$ cat config.mk
export PLATFORM = sky130hd
export DESIGN_NAME = uart_frame_tx_flat
export DESIGN_NICKNAME = d
export VERILOG_FILES = /design/src/rtl/uart_frame_tx_if.sv /design/src/rtl/uart_frame_tx.sv /design/src/flat_wrapper.sv
export SDC_FILE = /design/constraint.sdc
export NUM_CORES = 1
export LEC_CHECK = 0
export CAP_MARGIN = 20
export CORE_MARGIN = 8
export CORE_UTILIZATION = 50
export CTS_BUF_LIST = sky130_fd_sc_hd__clkbuf_4 sky130_fd_sc_hd__clkbuf_8
export CTS_CLUSTER_SIZE = 30
export DETAILED_ROUTE_END_ITERATION = 8
export PLACE_DENSITY = 0.83
export SETUP_SLACK_MARGIN = 0.5
export SLEW_MARGIN = 0
export SYNTH_ARGS = -nofsm -noshare
export SYNTH_HDL_FRONTEND = slang
export SYNTH_SLANG_ARGS = --single-unit
$ cat constraint.sdc
create_clock -name clock -period 3.4 [get_ports clock]
set_clock_uncertainty 0.2 [all_clocks]
set_input_delay 0.68 -clock clock [delete_from_list [all_inputs] [get_ports clock]]
set_output_delay 0.68 -clock clock [all_outputs]
set_load 0.02 [all_outputs]
$ cat src/rtl/uart_frame_tx_if.sv
// Byte-request / serial-line bundle between a frame requester and uart_frame_tx.
interface uart_frame_tx_if;
  logic [7:0] tx_data;
  logic       tx_start;
  logic       cts;
  logic       tx_line;
  logic       tx_busy;
  logic       tx_done;

  modport master (
    output tx_data, tx_start, cts,
    input  tx_line, tx_busy, tx_done
  );

  modport slave (
    input  tx_data, tx_start, cts,
    output tx_line, tx_busy, tx_done
  );
endinterface

$ cat src/rtl/uart_frame_tx.sv
// UART frame transmitter: start bit, 8 data bits LSB-first, optional even parity,
// one stop bit; requests accepted only in IDLE while the far end asserts cts.
module uart_frame_tx #(
  parameter int unsigned CLKS_PER_BIT = 5208,
  parameter bit          PARITY_EN    = 1'b0
) (
  input logic            clock,
  input logic            reset,
  uart_frame_tx_if.slave bus
);

  localparam int unsigned CNT_W = (CLKS_PER_BIT > 1) ? $clog2(CLKS_PER_BIT) : 1;
  localparam logic [CNT_W-1:0] CNT_LAST    = CNT_W'(CLKS_PER_BIT - 1);
  localparam logic [CNT_W-1:0] CNT_PRELAST = CNT_W'(CLKS_PER_BIT - 2);

  typedef enum logic [2:0] {
    IDLE,
    START,
    DATA,
    PARITY,
    STOP
  } state_e;

  state_e           state_q, state_d;
  logic [CNT_W-1:0] cnt_q, cnt_d;
  logic [2:0]       bit_q, bit_d;
  logic [7:0]       shift_q, shift_d;
  logic             par_q, par_d;
  logic             line_q, line_d;
  logic             busy_q, busy_d;
  logic             done_q, done_d;
  logic             bit_end_c;

  always_ff @(posedge clock) begin
    if (reset) begin
      state_q <= IDLE;
      cnt_q   <= '0;
      bit_q   <= '0;
      shift_q <= '0;
      par_q   <= 1'b0;
      line_q  <= 1'b1;
      busy_q  <= 1'b0;
      done_q  <= 1'b0;
    end else begin
      state_q <= state_d;
      cnt_q   <= cnt_d;
      bit_q   <= bit_d;
      shift_q <= shift_d;
      par_q   <= par_d;
      line_q  <= line_d;
      busy_q  <= busy_d;
      done_q  <= done_d;
    end
  end

  // Next state; the baud counter restarts on every state change so bits never drift.
  always_comb begin
    state_d   = state_q;
    cnt_d     = cnt_q;
    bit_d     = bit_q;
    shift_d   = shift_q;
    par_d     = par_q;
    bit_end_c = (cnt_q == CNT_LAST);

    case (state_q)
      IDLE: begin
        cnt_d = '0;
        if (bus.tx_start && bus.cts) begin
          state_d = START;
          shift_d = bus.tx_data;
          par_d   = ^bus.tx_data;
        end
      end
      START: begin
        cnt_d = cnt_q + CNT_W'(1);
        if (bit_end_c) begin
          state_d = DATA;
          cnt_d   = '0;
          bit_d   = '0;
        end
      end
      DATA: begin
        cnt_d = cnt_q + CNT_W'(1);
        if (bit_end_c) begin
          cnt_d = '0;
          if (bit_q == 3'd7) begin
            state_d = PARITY_EN ? PARITY : STOP;
          end else begin
            bit_d   = bit_q + 3'd1;
            shift_d = shift_q >> 1;
          end
        end
      end
      PARITY: begin
        cnt_d = cnt_q + CNT_W'(1);
        if (bit_end_c) begin
          state_d = STOP;
          cnt_d   = '0;
        end
      end
      STOP: begin
        cnt_d = cnt_q + CNT_W'(1);
        if (bit_end_c) begin
          state_d = IDLE;
          cnt_d   = '0;
        end
      end
      default: begin
        state_d = IDLE;
        cnt_d   = '0;
      end
    endcase
  end

  // Outputs are registered from the next state so the line changes on the decision edge.
  always_comb begin
    line_d = 1'b1;
    case (state_d)
      START:   line_d = 1'b0;
      DATA:    line_d = shift_d[0];
      PARITY:  line_d = par_d;
      default: line_d = 1'b1;
    endcase
    busy_d = (state_d != IDLE);
    done_d = (state_q == STOP) && (cnt_q == CNT_PRELAST);
  end

  assign bus.tx_line = line_q;
  assign bus.tx_busy = busy_q;
  assign bus.tx_done = done_q;

endmodule

$ cat src/flat_wrapper.sv
// flat-port wrapper written by rule: the top's interface ports become plain ports
module uart_frame_tx_flat 
#(
  parameter int unsigned CLKS_PER_BIT = 5208,
  parameter bit          PARITY_EN    = 1'b0
)
  (clock, reset, bus_tx_data, bus_tx_start, bus_cts, bus_tx_line, bus_tx_busy, bus_tx_done);
  uart_frame_tx_if bus_i ();
  input logic clock;
  input logic reset;
  input wire logic [$bits(bus_i.tx_data)-1:0] bus_tx_data;
  input wire logic [$bits(bus_i.tx_start)-1:0] bus_tx_start;
  input wire logic [$bits(bus_i.cts)-1:0] bus_cts;
  output wire logic [$bits(bus_i.tx_line)-1:0] bus_tx_line;
  output wire logic [$bits(bus_i.tx_busy)-1:0] bus_tx_busy;
  output wire logic [$bits(bus_i.tx_done)-1:0] bus_tx_done;
  assign bus_i.tx_data = bus_tx_data;
  assign bus_i.tx_start = bus_tx_start;
  assign bus_i.cts = bus_cts;
  assign bus_tx_line = bus_i.tx_line;
  assign bus_tx_busy = bus_i.tx_busy;
  assign bus_tx_done = bus_i.tx_done;
  uart_frame_tx #(.CLKS_PER_BIT(CLKS_PER_BIT), .PARITY_EN(PARITY_EN)) u_core (.clock(clock), .reset(reset), .bus(bus_i));
endmodule
==> results.yml <==
timing:
  max_freq_mhz: 378
  slew_headroom_pct: 57.7
  setup_tns_ps: 0
  hold_viol: 0
  finalMaxSlewViolations: 0
  worstMarginPinSlew_ps: 633
  period_needed_ps: 2650
  rsz0062_at_grt: "false"
  fin_crit_sh_pct: 77.8
  finalSetupViolCount: 0
placement:
  place_congestion: 0.807
  port_buffers: 14
  dp_hpwl_mm: 2.09
drt:
  wire_per_inst_um: 13.5
  drcViolationCount: 0
  drtIter0Drc: 130
  via_count: 1198
  drt_first_pass_iters: 4
  drtAntennaViolNets: 0
  routed_wl_mm: 2.82
  post_drt_via_cell_ratio: 5.73
grt:
  grt_antenna_before_repair: 0
  overflow: 0
  grt_usage_pct: 12.4
  grt_pass1_wl_mm: 4.97
  grt_max_degree: 19
  grt_pass1_vias: 1123
clock_network:
  cts_tree: "done"
  post_cts_resized: 0
  clk_latency_ps: 320
  clk_pin_slew_ps: 90
  root_buffer: "clkbuf_4"
  cts_buffers: 5
  post-cts-setup-buffer-count: 0
  clockBufferDepth: 2
  htreeDepth: 2
  clock-sinks: 31
  cts_hold_buf: 0
critical_path:
  regToRegEndpoint: "u_core.bus.tx_line$_SDFF_PP1_"
  crit_path_top_delay_cell: "or4b_2"
  critPathMostFrequentCell: "ha_1"
  end_kind: "flop"
  max_stage_delay_ps: 660
  crit_path_end: "u_core.bus.tx_line$_SDFF_PP1_"
  r2r_setup_slack_ps: 750
  worstPathMaxFanout: 9
  required_ps: 3390
  rr_startpoint: "u_core.bit_q[0]$_SDFFE_PP0P_"
  worstPathCellList: "ha_1, ha_1, or4b_2, nor4_2, buf_4, nor2_1, a21oi_1, a32oi_1"
  startpoint: "u_core.bit_q[0]$_SDFFE_PP0P_"
  crit_type: "flop to flop"
  cp.arrival_ps: 2640
  startpoint_type: "flop"
  reg2reg_depth: 8
logic_synthesis:
  synth_area_leader_cell: "dfxtp_1"
  synthesis.nets: 177
  synth-seq-cells: 31
  synth.distinct_cells: 37
  netlist_top_cells_area: "dfxtp_1, nor2_1, xnor2_1"
  yosysWarnings: 0
  syn_area_um2: 1430
  syn_area_per_cell_um2: 8.91
  synth_top_area_share_pct: 43.3
  syn-instance-count: 161
  ys_seq_area_share_pct: 43.3
floorplanning:
  ios: 15
  die_x_um: 69.6
  start_util_pct: 52.4
  die_area_um2: 4840
  die_h_um: 69.6
  core_area_um2: 2730
  num_rows: 19
final_layout:
  area_growth_pct: 16.0
  postLayoutCoreUtil_pct: 60.8
  drive_gt1_share_pct: 9.55
  nets: 193
  mostFrequentLayoutCells: "dfxtp_1, nor2_1, nand2_1, clkdlybuf4s50_1, a21oi_1"
  n_antenna_cell: 0
  final_common_cell: "dfxtp_1"
job:
  maxCapViolCount: 0
worst_hold_path:
  worst_hold_path_type: "flop to flop"
  min_from: "u_core.shift_q[4]$_SDFFE_PP0P_"
outcome:
  status: "finished clean"
power_and_ir_drop:
  powerDensity_nw_per_um2: 411
  ir_drop_mv: 0.329
  p_leak_uw: 0.000538
  total_power_uw: 683
-- layer usage --
layer  GRT usage, %  routed length, µm  vias to the layer above
met3           5.15                100                        7
met4           6.61                 74                        0
met2           20.0               1420                       18
li1               -                  -                      600
met1           13.4               1220                      573
met5              0                  0                        -
-- how the worst min path moves through the flow --
stage | to | depth (start not counted) | slack, ps
after detailed placement | u_core.shift_q[4]$_SDFFE_PP0P_ | 2 | 260
final | u_core.shift_q[4]$_SDFFE_PP0P_ | 2 | 270
after CTS | u_core.shift_q[4]$_SDFFE_PP0P_ | 2 | 270
after global routing | u_core.shift_q[3]$_SDFFE_PP0P_ | 2 | 300
after global placement | u_core.cnt_q[0]$_SDFF_PP0_ | 1 | 250
after floorplan | u_core.shift_q[1]$_SDFFE_PP0P_ | 2 | 240
-- worst max-delay path, delay by kind of cell, from the launching register on --
kind | cells | cell delay (ps)
flops | 1 | 330
simple gates | 3 | 1020
fa+ha+maj | 2 | 400
buf+inv | 1 | 200
compound gates | 2 | 370
-- sequential cells by signal (all words and copies together), names as in the netlist --
register / count
u_core.cnt_q: 13
u_core.shift_q: 8
u_core.bit_q: 3
u_core.state_q: 3
u_core.bus.tx_busy: 1
u_core.bus.tx_done: 1
u_core.bus.tx_line: 1
u_core.par_q: 1
-- cells in the mapped netlist, drive strengths merged --
cell type	n
a22oi	8
nor4	2
a211oi	2
xor2	7
a32oi	1
o21ai	2
a21oi	13
a211o	1
or4	2
nand2b	1
or3b	2
nor2	28
clkbuf	5
nand2	14
nand3	6
and4	2
or4bb	1
a31oi	1
inv	3
nor3b	1
or3	1
a22o	1
nand4b	2
dfxtp	31
nor3	1
nor2b	1
xnor2	11
or4b	2
mux2i	1
ha	4
buf	1
nand4	3
-- cells by family after synthesis --
kind of cell | after synthesis | share of synthesized area [%]
simple gates | 69 | 25.6
flops | 31 | 43.3
compound gates | 29 | 13.1
xor+xnor | 18 | 11.0
buf+inv | 9 | 2.88
fa+ha+maj | 4 | 3.49
mux | 1 | 0.698
-- per-stage QoR --
| step | setup slack [ps] | instance area (µm²) | cells | hold slack, ps |
|---|---|---|---|---|
| 2_1_floorplan | 710 | 1430 | 161 | 237 |
| 3_3_place_gp | 842 | 1590 | 201 | 251 |
| 3_5_place_dp | 787 | 1590 | 201 | 260 |
| 4_1_cts | 761 | 1660 | 209 | 272 |
| 5_1_grt | 563 | 1660 | 209 | 298 |
| 6_report | 753 | 1660 | 209 | 272 |
-- report_power, final --
part / internal (µW) / switching [µW]
logic: 32.5 / 30.5
clock network: 130 / 114
registers: 372 / 5.34
-- cell type report --
cell class	instances	area, µm²
Fill cell	231	1070
Multi-Input combinational cell	121	772
Sequential cell	31	621
Timing Repair Buffer	15	148
Clock buffer	8	72.6
Tap cell	31	38.8
Inverter	3	11.3
No activity file was read; power rests on OpenSTA's default activity.
